==> config.mk <==
export PLATFORM = sky130hd
export DESIGN_NAME = ram_arbiter_flat
export DESIGN_NICKNAME = d
export VERILOG_FILES = /design/src/rtl/ram_arbiter_if.sv /design/src/rtl/ram_arbiter.sv /design/src/flat_wrapper.sv
export SDC_FILE = /design/constraint.sdc
export NUM_CORES = 1
export LEC_CHECK = 0
export BUFFER_PORTS_ARGS = -buffer_cell sky130_fd_sc_hd__buf_4
export CORE_UTILIZATION = 48
export DETAILED_ROUTE_END_ITERATION = 16
export PLACE_DENSITY = 0.95
export RECOVER_POWER = 25
export SLEW_MARGIN = 20
export SYNTH_ARGS = -nofsm -noshare
export SYNTH_HDL_FRONTEND = slang
export SYNTH_SLANG_ARGS = --single-unit
==> constraint.sdc <==
create_clock -name clk -period 4.7 [get_ports clk]
set_clock_uncertainty 0.1 [all_clocks]
set_input_delay 0.47 -clock clk [delete_from_list [all_inputs] [get_ports clk]]
set_output_delay 0.47 -clock clk [all_outputs]
set_load 0.01 [all_outputs]
==> src/rtl/ram_arbiter_if.sv <==
// Requester and RAM-side signal bundle for ram_arbiter.
// The slave modport is the arbiter's view; master is the surrounding system's.
interface ram_arbiter_if #(
    parameter int unsigned ADDR_WIDTH = 8,
    parameter int unsigned DATA_WIDTH = 8
);
    logic                  p0_valid, p1_valid;
    logic                  p0_ready, p1_ready;
    logic                  p0_we, p1_we;
    logic [ADDR_WIDTH-1:0] p0_addr, p1_addr;
    logic [DATA_WIDTH-1:0] p0_wdata, p1_wdata;
    logic                  p0_rsp_valid, p1_rsp_valid;
    logic [DATA_WIDTH-1:0] p0_rdata, p1_rdata;
    logic [ADDR_WIDTH-1:0] ram_addr;
    logic [DATA_WIDTH-1:0] ram_wdata;
    logic [DATA_WIDTH-1:0] ram_rdata;
    logic                  ram_cs, ram_we, ram_oe;
    logic                  busy;

    modport slave (
        input  p0_valid, p1_valid, p0_we, p1_we, p0_addr, p1_addr, p0_wdata, p1_wdata,
        input  ram_rdata,
        output p0_ready, p1_ready, p0_rsp_valid, p1_rsp_valid, p0_rdata, p1_rdata,
        output ram_addr, ram_wdata, ram_cs, ram_we, ram_oe, busy
    );

    modport master (
        output p0_valid, p1_valid, p0_we, p1_we, p0_addr, p1_addr, p0_wdata, p1_wdata,
        output ram_rdata,
        input  p0_ready, p1_ready, p0_rsp_valid, p1_rsp_valid, p0_rdata, p1_rdata,
        input  ram_addr, ram_wdata, ram_cs, ram_we, ram_oe, busy
    );
endinterface

==> src/rtl/ram_arbiter.sv <==
// Two-port round-robin arbiter driving an asynchronous single-port RAM through
// a fixed IDLE/SETUP/STROBE/RELEASE sequence.
module ram_arbiter #(
    parameter int unsigned ADDR_WIDTH = 8,
    parameter int unsigned DATA_WIDTH = 8
) (
    input logic        clk,
    input logic        rst,
    ram_arbiter_if.slave bus
);
    typedef enum logic [1:0] {StIdle, StSetup, StStrobe, StRelease} state_e;

    state_e                state_q, state_d;
    logic                  ptr_q, port_q, we_q;
    logic                  grant, accept, grant_we, lat_we;
    logic [ADDR_WIDTH-1:0] grant_addr;
    logic [DATA_WIDTH-1:0] grant_wdata;
    logic                  cs_d, we_d, oe_d, rsp0_d, rsp1_d;

    // Pointer only matters when both ports contend.
    always_comb begin
        grant       = (bus.p0_valid && bus.p1_valid) ? ptr_q : bus.p1_valid;
        accept      = (state_q == StIdle) && (bus.p0_valid || bus.p1_valid) && !rst;
        grant_we    = grant ? bus.p1_we : bus.p0_we;
        grant_addr  = grant ? bus.p1_addr : bus.p0_addr;
        grant_wdata = grant ? bus.p1_wdata : bus.p0_wdata;
    end

    always_ff @(posedge clk or posedge rst) begin
        if (rst) state_q <= StIdle;
        else     state_q <= state_d;
    end

    always_comb begin
        state_d = state_q;
        unique case (state_q)
            StIdle:    if (accept) state_d = StSetup;
            StSetup:   state_d = StStrobe;
            StStrobe:  state_d = StRelease;
            StRelease: state_d = StIdle;
            default:   state_d = StIdle;
        endcase
    end

    // Strobes are registered, so they are decoded from the state being entered.
    always_comb begin
        bus.p0_ready = accept && !grant;
        bus.p1_ready = accept && grant;
        bus.busy     = (state_q != StIdle);
        lat_we       = accept ? grant_we : we_q;
        cs_d         = 1'b0;
        we_d         = 1'b0;
        oe_d         = 1'b0;
        rsp0_d       = 1'b0;
        rsp1_d       = 1'b0;
        unique case (state_d)
            StSetup: begin
                cs_d = 1'b1;
                oe_d = !lat_we;
            end
            StStrobe: begin
                cs_d = 1'b1;
                we_d = lat_we;
                oe_d = !lat_we;
            end
            StRelease: begin
                rsp0_d = !port_q;
                rsp1_d = port_q;
            end
            default: ;
        endcase
    end

    always_ff @(posedge clk or posedge rst) begin
        if (rst) begin
            ptr_q            <= 1'b0;
            port_q           <= 1'b0;
            we_q             <= 1'b0;
            bus.ram_addr     <= '0;
            bus.ram_wdata    <= '0;
            bus.ram_cs       <= 1'b0;
            bus.ram_we       <= 1'b0;
            bus.ram_oe       <= 1'b0;
            bus.p0_rsp_valid <= 1'b0;
            bus.p1_rsp_valid <= 1'b0;
            bus.p0_rdata     <= '0;
            bus.p1_rdata     <= '0;
        end else begin
            bus.ram_cs       <= cs_d;
            bus.ram_we       <= we_d;
            bus.ram_oe       <= oe_d;
            bus.p0_rsp_valid <= rsp0_d;
            bus.p1_rsp_valid <= rsp1_d;
            if (accept) begin
                ptr_q         <= !grant;
                port_q        <= grant;
                we_q          <= grant_we;
                bus.ram_addr  <= grant_addr;
                bus.ram_wdata <= grant_wdata;
            end
            if (state_q == StStrobe && !we_q) begin
                if (port_q) bus.p1_rdata <= bus.ram_rdata;
                else        bus.p0_rdata <= bus.ram_rdata;
            end
        end
    end
endmodule

==> src/flat_wrapper.sv <==
// flat-port wrapper written by rule: the top's interface ports become plain ports
module ram_arbiter_flat 
#(
    parameter int unsigned ADDR_WIDTH = 8,
    parameter int unsigned DATA_WIDTH = 8
)
  (clk, rst, bus_p0_valid, bus_p1_valid, bus_p0_we, bus_p1_we, bus_p0_addr, bus_p1_addr, bus_p0_wdata, bus_p1_wdata, bus_ram_rdata, bus_p0_ready, bus_p1_ready, bus_p0_rsp_valid, bus_p1_rsp_valid, bus_p0_rdata, bus_p1_rdata, bus_ram_addr, bus_ram_wdata, bus_ram_cs, bus_ram_we, bus_ram_oe, bus_busy);
  ram_arbiter_if #(.ADDR_WIDTH(ADDR_WIDTH), .DATA_WIDTH(DATA_WIDTH)) bus_i ();
  input logic clk;
  input logic rst;
  input wire logic [$bits(bus_i.p0_valid)-1:0] bus_p0_valid;
  input wire logic [$bits(bus_i.p1_valid)-1:0] bus_p1_valid;
  input wire logic [$bits(bus_i.p0_we)-1:0] bus_p0_we;
  input wire logic [$bits(bus_i.p1_we)-1:0] bus_p1_we;
  input wire logic [$bits(bus_i.p0_addr)-1:0] bus_p0_addr;
  input wire logic [$bits(bus_i.p1_addr)-1:0] bus_p1_addr;
  input wire logic [$bits(bus_i.p0_wdata)-1:0] bus_p0_wdata;
  input wire logic [$bits(bus_i.p1_wdata)-1:0] bus_p1_wdata;
  input wire logic [$bits(bus_i.ram_rdata)-1:0] bus_ram_rdata;
  output wire logic [$bits(bus_i.p0_ready)-1:0] bus_p0_ready;
  output wire logic [$bits(bus_i.p1_ready)-1:0] bus_p1_ready;
  output wire logic [$bits(bus_i.p0_rsp_valid)-1:0] bus_p0_rsp_valid;
  output wire logic [$bits(bus_i.p1_rsp_valid)-1:0] bus_p1_rsp_valid;
  output wire logic [$bits(bus_i.p0_rdata)-1:0] bus_p0_rdata;
  output wire logic [$bits(bus_i.p1_rdata)-1:0] bus_p1_rdata;
  output wire logic [$bits(bus_i.ram_addr)-1:0] bus_ram_addr;
  output wire logic [$bits(bus_i.ram_wdata)-1:0] bus_ram_wdata;
  output wire logic [$bits(bus_i.ram_cs)-1:0] bus_ram_cs;
  output wire logic [$bits(bus_i.ram_we)-1:0] bus_ram_we;
  output wire logic [$bits(bus_i.ram_oe)-1:0] bus_ram_oe;
  output wire logic [$bits(bus_i.busy)-1:0] bus_busy;
  assign bus_i.p0_valid = bus_p0_valid;
  assign bus_i.p1_valid = bus_p1_valid;
  assign bus_i.p0_we = bus_p0_we;
  assign bus_i.p1_we = bus_p1_we;
  assign bus_i.p0_addr = bus_p0_addr;
  assign bus_i.p1_addr = bus_p1_addr;
  assign bus_i.p0_wdata = bus_p0_wdata;
  assign bus_i.p1_wdata = bus_p1_wdata;
  assign bus_i.ram_rdata = bus_ram_rdata;
  assign bus_p0_ready = bus_i.p0_ready;
  assign bus_p1_ready = bus_i.p1_ready;
  assign bus_p0_rsp_valid = bus_i.p0_rsp_valid;
  assign bus_p1_rsp_valid = bus_i.p1_rsp_valid;
  assign bus_p0_rdata = bus_i.p0_rdata;
  assign bus_p1_rdata = bus_i.p1_rdata;
  assign bus_ram_addr = bus_i.ram_addr;
  assign bus_ram_wdata = bus_i.ram_wdata;
  assign bus_ram_cs = bus_i.ram_cs;
  assign bus_ram_we = bus_i.ram_we;
  assign bus_ram_oe = bus_i.ram_oe;
  assign bus_busy = bus_i.busy;
  ram_arbiter #(.ADDR_WIDTH(ADDR_WIDTH), .DATA_WIDTH(DATA_WIDTH)) u_core (.clk(clk), .rst(rst), .bus(bus_i));
endmodule
# Word-level counts from Yosys, hierarchy flattened
# Cells that the tools add are included.
# W data, S select, Z words.
[word_totals]
ff_bits = 42
wordCells = 49
output_inout_bits = 40
[op_classes]
bitwise_logic = 1
n_reduce_logical = 17
n_eq_ne = 6
muxes = 12
[ops]
columns = ["op", "count"]
rows = [
  ["$mux W8", 2],
  ["$eq A2 B2 Y1 const B", 4],
  ["$mux W1", 8],
  ["$pmux W2 S4", 1],
  ["$logic_and A1 B1 Y1", 6],
  ["$logic_not A1 Y1", 5],
  ["$eq A2 B1 Y1 const B", 2],
  ["$reduce_and A2 Y1", 2],
  ["$logic_not A2 Y1", 1],
  ["$mux W2", 1],
  ["$reduce_bool A2 Y1", 1],
  ["$reduce_or A2 Y1", 1],
  ["$logic_or A1 B1 Y1", 1],
  ["$not A1 Y1", 1],
]

# Logic depth before layout (Yosys ltp)
# Gate-level depths: netlist (run 1).
[depth]
ltp_word = 8
mapped_depth = 8
ltp_nobuf = 6

# Worst setup path before layout (run 1)
# No wires, ideal clock.
[synth_path]
path_kind = "register -> output"
startpoint = "register u_core.state_q[0]"
endpoint = "output bus_p1_ready"
path_buffers = 2
t_arrival_ns = 1.337
path_stages_with_launch = 7
required_ns = 4.130
setup_slack_ns = 2.793
path_cell_list = "dfrtp_1 > inv_1 > ha_1 > nor2b_4 > and3_1 > buf_2 > buf_2"
[synth_via]
elab_chain_cells = 4
[synth_lines]
columns = ["item", "line", "source"]
rows = [
  ["from (decl)", "ram_arbiter.sv:13", "state_e state_q, state_d;"],
  ["from (signal assigned)", "ram_arbiter.sv:30", "if (rst) state_q <= StIdle;"],
  ["from (signal assigned)", "ram_arbiter.sv:31", "else state_q <= state_d;"],
  ["$logic_not A2 Y1", "ram_arbiter.sv:23", "accept = (state_q == StIdle) && (bus.p0_valid || bus.p1_valid) && !rst;"],
  ["$logic_and A1 B1 Y1 (2 in series)", "ram_arbiter.sv:23", ""],
  ["$logic_and A1 B1 Y1", "ram_arbiter.sv:48", "bus.p1_ready = accept && grant;"],
  ["to (decl)", "flat_wrapper.sv:21", "output wire logic [$bits(bus_i.p1_ready)-1:0] bus_p1_ready;"],
]
# No other way between the ends.

==> results of run 1 <==
==> registers in the layout, summed over array words and instances, names as in the netlist, 2 cells and up <==
signal	flops
u_core.state_q	2
u_core.bus.ram_addr	8
u_core.bus.ram_wdata	8
u_core.bus.p0_rdata	8
u_core.bus.p1_rdata	8
==> logic make-up (layout without fill, tap and decap cells) <==
kind of cell / Yosys count / in the layout / synth area share [%]
compound gates: 22 / 22 / 12.2
xor+xnor: 1 / 1 / 0.517
fa+ha+maj: 3 / 3 / 2.22
buf+inv: 27 / 115 / 6.80
flops: 42 / 42 / 62.1
mux: 17 / 17 / 11.2
simple gates: 13 / 13 / 4.95
==> layout make-up <==
class,count,area (µm²),share of cell area (%)
sequential,42,1050,43.7
timing repair buffer,87,633,26.3
multi-input combinational,56,527,21.9
inverter,20,75.1,3.12
tap,46,57.6,2.39
clock buffer,7,55.1,2.29
clock inverter,1,5.00,0.208
==> through the flow <==
stage	util [%]	cell area (µm²)	total power, µW
3_3_place_gp	70.1	2360	1290
5_1_grt	71.5	2400	1590
2_1_floorplan	-	1690	987
4_1_cts	72.1	2430	1500
6_report	71.5	2400	1470
3_5_place_dp	70.1	2360	1320
==> power groups by stage <==
stage | clock [µW] | combinational [µW] | sequential (µW)
after CTS | 187 | 690 | 626
final | 178 | 668 | 625
after floorplan | 0 | 296 | 691
after global routing | 205 | 743 | 644
after global placement | 0 | 669 | 623
after detailed placement | 0 | 690 | 633
==> metal layers <==
metal	up-vias	global-route usage (%)	routed length [µm]
met2	87	36.0	1820
met1	653	22.4	1320
met5	-	0	0
met4	0	6.67	46
met3	4	9.45	433
li1	621	-	-
==> critical path: stages <==
cell           delay, ns
dlygate4sd3_1       0.53
clkbuf_1            0.15
inv_1               0.15
clkbuf_1            1.43
==> how the worst min path moves through the flow <==
stage,startpoint,slack (ns),cells after the start,to
floorplan,u_core.port_q,0.33,1,u_core.bus.p0_rsp_valid
global placement,rst,0.29,2,u_core.bus.ram_cs
detailed placement,rst,0.29,2,u_core.bus.ram_oe
CTS,bus_p1_wdata[7],0.21,3,u_core.bus.ram_wdata[7]
global route,bus_p1_addr[4],0.21,3,u_core.bus.ram_addr[4]
finish,bus_p1_wdata[7],0.22,3,u_core.bus.ram_wdata[7]
==> layout by cell type, fill, tap and decap left out, drive strengths merged, types with 3 or more instances in the layout <==
cell type,n
a222oi,16
buf,80
clkbuf,13
inv,20
ha,3
nand2b,3
dfrtp,42
mux2,16
nor2b,4
==> results.toml, run 1 <==
[routing]
drtIter0Drc = 93
wirelength_um = 3630
drtPass1Iterations = 5
ant_nets = 0
via_per_inst = 5.27
drc = 0
num_vias = 1365
wl_per_cell_um = 14.0

[yosys]
synth.distinct_cells = 22
synth_seq_cells = 42
seq_area_frac_synth_pct = 62.1
syn_inst = 125
async_flop_share_pct = 100
synth.cell_area_mm2 = 0.00169
synth_top_area_share_pct = 62.1
syn_avg_cell_area_um2 = 13.5
synth-edff-count = 0
ys.flop_type = "dfrtp_1"
yosys_warnings = 0
synth_area_leader_cell = "dfrtp_1"
synth_most_common_cell = "dfrtp_1"
synthTopCellsByArea = "dfrtp_1, mux2_1, a222oi_1"
syn-num-nets = 174
ys_top_cells_by_count = "dfrtp_1, inv_1, a222oi_1, mux2_1, buf_2"

[job]
cap_violations = 1

[placement]
port_buffers = 85
dp_worst_setup_slack_ns = 2.40
place_hpwl_um = 2740
gp_congestion = 0.676
post-place-cells = 250

[clocking]
clockBufferDepth = 2
clock_latency_ns = 0.34
cts_sinks = 42
ctsHoldBuffers = 1
clk_pin_slew_worst_paths_ns = 0.11
cts.htree.levels = 2
cts_resized = 0
post_cts_buffers = 0
clockRootBuffer = "clkbuf_4"
cts_inserted_buffers = 5
cts_tree = "yes"

[timing]
rsz0062_at_grt = "false"
tns_ns = 0
fin_crit_sh_pct = 58.8
max_freq_ghz = 0.362
post-route-min-period_ns = 2.77
setup_viol = 0
max_slew_margin_pct = -31.4
hold_viol = 0
worst_pin_slew_ns = 1.97
whs_ns = 0.222
slew_viol_final = 40
fin_ws_ns = 1.93

[setup_path]
path_class = "input port to asynchronous set/reset pin"
crit_required_ns = 4.69
cp_max_fo = 39
rr_endpoint = "u_core.bus.ram_we"
cp-endpoint = "u_core.bus.ram_wdata[5]"
crit_start = "rst"
timing.rr.start = "u_core.state_q[0]"
r2r_slack_ns = 2.52
rr_worst_depth = 6
critical_path.endpoint_type = "asynchronous set/reset pin"
start_kind = "input port"
crit_arrival_ns = 2.75

[global_route]
grt-ovfl-total = 0
grt_max_degree = 40
antenna_found_initial = 0
grt_pass1_vias = 1264
grt_first_pass_wirelength_um = 5530
track_usage_pct = 20.6

[layout]
fillers = 257
syn_to_final_growth_pct = 42.0
final_cells = 259
final_net_count = 261
drive_gt1_share_pct = 41.8
diodes = 0

[min_path]
hp-class = "input port to flip-flop"

[power_and_ir_drop]
p_comb_share_pct = 45.4
power.density_mw_per_mm2 = 612
switching_share_pct = 33.7
p_switching_uw = 495
leakagePower_uw = 0.00127
internal_power_uw = 976
seqPwrFrac_pct = 42.5
peakVddDrop_mv = 0.325
p_clk_share_pct = 12.1

[run_status]
violations = "max-capacitance violations, max-slew violations"
status = "complete, but fails checks"

[floorplanning]
die_h_um = 61.4
dieArea_mm2 = 0.00377
initial_core_util_pct = 50.3
core_area_mm2 = 0.00336
die-width_um = 61.4
ios = 86
row_count = 21
Note: power is estimated with default switching activity, not from simulation.
==> run 2, diff against run 1 <==
- CORE_UTILIZATION: 48 -> 40
- PLACE_DENSITY: 0.95 -> 0.87
- clock period: 4.7 -> 2.5 ns (I/O delays scaled with it)
==> run 2 against run 1 <==
Effect of this change:
- the flow now finishes without violations
- core utilization fell by 10 points
- sequential share of layout area fell by 1.2 points
- critical path depth rose by 1
- non-clock buffer count rose by 2
- first-iteration DRC count rose by 19%
- global-route usage fell by 2.8 points
- critical path type is now flip-flop to primary output
==> results.toml, run 2 (same netlist as run 1, synthesis figures left out) <==
[run_status]
status = "complete, no violations"

[layout]
final_cells = 265
drive_gt1_share_pct = 45.1
final_cell_mix = "buf_4, dfrtp_1, inv_1"
layout_commonest_cell = "buf_4"
final_net_count = 263
syn_to_final_growth_pct = 45.8
diodes = 0

[global_route]
grt_max_degree = 43
grt_pass1_vias = 1281
track_usage_pct = 17.9
antenna_found_initial = 0
grt-ovfl-total = 0
grt_first_pass_wirelength_um = 5730

[floorplanning]
die-width_um = 67.1
die_h_um = 67.1
initial_core_util_pct = 42.0
row_count = 23
ios = 86
dieArea_mm2 = 0.00450
core_area_mm2 = 0.00403

[clocking]
cts_resized = 0
cts.htree.levels = 2
post_cts_buffers = 0
clk_pin_slew_worst_paths_ns = 0.07
clockBufferDepth = 2
ctsHoldBuffers = 0
cts_tree = "yes"
clockRootBuffer = "clkbuf_8"
cts_inserted_buffers = 5
clock_latency_ns = 0.29
cts_sinks = 42

[timing]
max_freq_ghz = 0.469
tns_ns = 0
worst_pin_slew_ns = 0.986
rsz0062_at_grt = "false"
whs_ns = 0.0687
max_slew_margin_pct = 34.3
fin_ws_ns = 0.366
setup_viol = 0
post-route-min-period_ns = 2.13
hold_viol = 0
slew_viol_final = 0
fin_crit_sh_pct = 85.4

[setup_path]
cp_slowest_cell = "dfrtp_1"
crit_required_ns = 2.15
crit_chain = "inv_1, ha_1, nor2b_4, and3_1, buf_4"
cp_max_fo = 9
r2r_slack_ns = 0.57
timing.rr.start = "u_core.state_q[0]"
critical_path.endpoint_type = "primary output"
max_stage_delay_ns = 0.40
critical-path-top-delay-family = "simple AND/OR/NAND/NOR gates"
crit_arrival_ns = 1.78
path_class = "flip-flop to primary output"
rr_worst_depth = 7
start_kind = "flip-flop"
critPathBufInv = 2
rr_endpoint = "u_core.bus.ram_wdata[7]"

[routing]
drc = 0
ant_nets = 0
wirelength_um = 3800
num_vias = 1337
via_per_inst = 5.05
drtIter0Drc = 111
drtPass1Iterations = 6
wl_per_cell_um = 14.3

[power_and_ir_drop]
power.total_uw = 2920
power.density_mw_per_mm2 = 1180
leakagePower_uw = 0.00132
peakVddDrop_mv = 0.491

[placement]
dp_worst_setup_slack_ns = 0.600
post-place-cells = 257
gp_congestion = 0.743
port_buffers = 85
place_hpwl_um = 2880

[min_path]
min_to = "u_core.bus.ram_addr[7]"
hp-class = "input port to flip-flop"
whs_path_depth = 3
hold_start = "bus_p1_addr[7]"

[job]
cap_violations = 0
run 2: cell count changes in the layout (fill, tap and decap cells not counted), moves of 5 or more:
| cell | previous run | this run |
|---|---|---|
| buf_4 | 80 | 87 |
| clkbuf_4 | 5 | 0 |
| clkbuf_1 | 7 | 2 |
| clkbuf_8 | 1 | 6 |
run 2: worst register-to-register path, stage by stage (launching register included):
cell and delay, ns:
dfrtp_1 0.38, inv_1 0.07, ha_1 0.25, nor2b_4 0.15, and3_1 0.28, buf_4 0.23
a222oi_1 0.27, inv_1 0.08
run 2: metal layers:
metal | GRT usage (%) | vias up | part of all wire [%]
met4 | 5.59 | 0 | 0.61
met1 | 19.8 | 620 | 40
met5 | 0 | - | 0
li1 | - | 626 | -
met3 | 8.56 | 4 | 12
met2 | 29.9 | 87 | 48
run 2: how the worst max path moves through the flow:
stage	cells past startpoint	to	start
3_3_place_gp	7	u_core.bus.ram_wdata[7]	u_core.state_q[0]
5_1_grt	5	bus_p1_ready	u_core.state_q[0]
2_1_floorplan	7	u_core.bus.ram_we	u_core.state_q[0]
3_5_place_dp	7	u_core.bus.ram_wdata[7]	u_core.state_q[0]
4_1_cts	5	bus_p1_ready	u_core.state_q[0]
6_report	5	bus_p1_ready	u_core.state_q[0]
run 2: cell type report:
class / count / area [µm²]
inverter: 20 / 75.1
clock buffer: 7 / 86.3
tap: 50 / 62.6
clock inverter: 1 / 5.00
sequential: 42 / 1050
multi-input combinational: 56 / 527
timing repair buffer: 89 / 662
fill: 336 / 1560
run 2: report_power, final:
| group | leakage, µW | total (µW) | switching [µW] | internal, µW |
|---|---|---|---|---|
| Combinational | 0.000757 | 1300 | 570 | 730 |
| Clock | 0.0000482 | 440 | 218 | 223 |
| Sequential | 0.000514 | 1180 | 174 | 1010 |
| Total | 0.00132 | 2920 | 962 | 1960 |
run 2: per-stage QoR:
| stage | area, µm² | utilization (%) |
|---|---|---|
| 2_1_floorplan | 1690 | - |
| 3_3_place_gp | 2380 | 59.2 |
| 3_5_place_dp | 2380 | 59.2 |
| 4_1_cts | 2470 | 61.4 |
| 5_1_grt | 2470 | 61.3 |
| 6_report | 2470 | 61.3 |
==> run 3, diff against run 2 <==
- HOLD_SLACK_MARGIN: unset -> 0.15
==> run 3 against run 2 <==
Effect of this change:
- cell count is 16% higher
- setup slack worse by 0.24 ns
- wire length is 32% higher
- die area stayed put
- clock power is 0.9% higher
- flip-flop and latch count stayed put
- sequential share of layout area is 5.1 points lower
- clock-buffer cell count stayed put
- hold slack better by 0.063 ns
- register-to-register slack worse by 0.44 ns
- combinational power is 6% higher
==> results.toml, run 3 (same netlist as run 1, synthesis figures left out) <==
[run_status]
status = "complete, no violations"

[floorplanning]
die_h_um = 67.1
die-width_um = 67.1
row_count = 23
core_area_mm2 = 0.00403
initial_core_util_pct = 42.0
dieArea_mm2 = 0.00450
ios = 86

[min_path]
hold_start = "bus_p0_addr[1]"
hp-class = "input port to flip-flop"

[power_and_ir_drop]
peakVddDrop_mv = 0.520
leakagePower_uw = 0.00138
power.density_mw_per_mm2 = 1070

[clocking]
cts.htree.levels = 2
clockBufferDepth = 2
post_cts_buffers = 0
clockRootBuffer = "clkbuf_8"
clock_latency_ns = 0.29
cts_inserted_buffers = 5
clk_pin_slew_worst_paths_ns = 0.08
cts_sinks = 42
cts_tree = "yes"

[timing]
max_freq_ghz = 0.422
setup_viol = 0
fin_crit_sh_pct = 94.9
rsz0062_at_grt = "false"
worst_pin_slew_ns = 0.516
hold_viol = 0
tns_ns = 0
whs_ns = 0.131
max_slew_margin_pct = 65.6
slew_viol_final = 0
post-route-min-period_ns = 2.37

[routing]
wl_met3_um = 540
met1_length_um = 1770
ant_nets = 0
wl_per_cell_um = 16.3
drc = 0
dr.max_layer_used = "met4"
num_vias = 1569
met2_length_um = 2670
via_per_inst = 5.11
wirelength_um = 5010
drtIter0Drc = 122
drtPass1Iterations = 5

[setup_path]
critical_path.endpoint_type = "flip-flop"
timing.rr.start = "u_core.state_q[0]"
cp_max_fo = 18
crit_arrival_ns = 2.46
start_kind = "flip-flop"
crit_start = "u_core.state_q[0]"
path_class = "flip-flop to flip-flop"
crit_required_ns = 2.59

[layout]
final_core_util_pct = 69.6
final_cell_mix = "buf_4, dlygate4sd3_1, dfrtp_1"
syn_to_final_growth_pct = 65.7
layout_commonest_cell = "buf_4"
drive_gt1_share_pct = 28.0
final_net_count = 305
diodes = 0
fillers = 293

[global_route]
grt_pass1_vias = 1624
grt_max_degree = 43
grt_first_pass_wirelength_um = 7480
track_usage_pct = 23.2
grt-ovfl-total = 0
antenna_found_initial = 0

[placement]
gp_congestion = 0.743
port_buffers = 85
place_hpwl_um = 2880

[job]
cap_violations = 0
[run 3: what timing repair did]
| item | in CTS | in global routing |
|---|---|---|
| hold buffers | 43 | 3 |
| hold endpoints to repair | 75 | 3 |
| setup endpoints to repair | 0 | 13 |
| gates resized for setup | 0 | 4 |
[run 3: power breakdown]
part,switching [µW],internal [µW],total (µW)
combinational,644,737,1380
clock,221,223,444
sequential,176,1010,1180
total,1040,1970,3010
[run 3: through the flow]
step | total power, µW | worst slack, ns | cells | area [µm²]
CTS | 3180 | 0.0807 | 308 | 2910
global placement | 2450 | 0.716 | 257 | 2380
detailed placement | 2510 | 0.600 | 257 | 2380
floorplan | 1860 | 0.720 | 125 | 1690
finish | 3010 | 0.129 | 307 | 2810
global route | 3220 | 0.0195 | 307 | 2810
[run 3: critical path, cell delays in order (launching register included)]
cell           delay, ns
dfrtp_1             0.38
inv_1               0.07
ha_2                0.22
nor2b_4             0.15
and3_1              0.18
buf_4               0.20
a222oi_1            0.34
dlygate4sd3_1       0.60
inv_1               0.04
[run 3: final timing paths]
path | slack (ns) | cells past startpoint | endpoint
max in group asynchronous | 1.32 | 4 | u_core.port_q
worst max register to register | 0.13 | 8 | u_core.bus.ram_wdata[6]
worst max-delay path | 0.13 | 8 | u_core.bus.ram_wdata[6]
min in group asynchronous | 0.61 | 4 | u_core.bus.ram_addr[4]
worst min register to register | 0.38 | 1 | u_core.bus.p0_rsp_valid
worst min-delay path | 0.13 | 3 | u_core.bus.ram_addr[1]
[run 3: metal layers]
layer  track usage, %  up-vias
li1                 -      704
met2             42.3       89
met3             10.3        4
met5                0        -
met1             23.7      772
met4             6.38        0
[run 3: layout make-up]
cell class | instances | area (µm²) | share of cell area, %
flip-flops and latches | 42 | 1050 | 37.5
repair buffers | 131 | 983 | 35.1
multi-input cells | 56 | 542 | 19.3
clock buffers | 7 | 86.3 | 3.08
inverters | 20 | 75.1 | 2.68
well taps | 50 | 62.6 | 2.23
clock inverters | 1 | 5.00 | 0.178
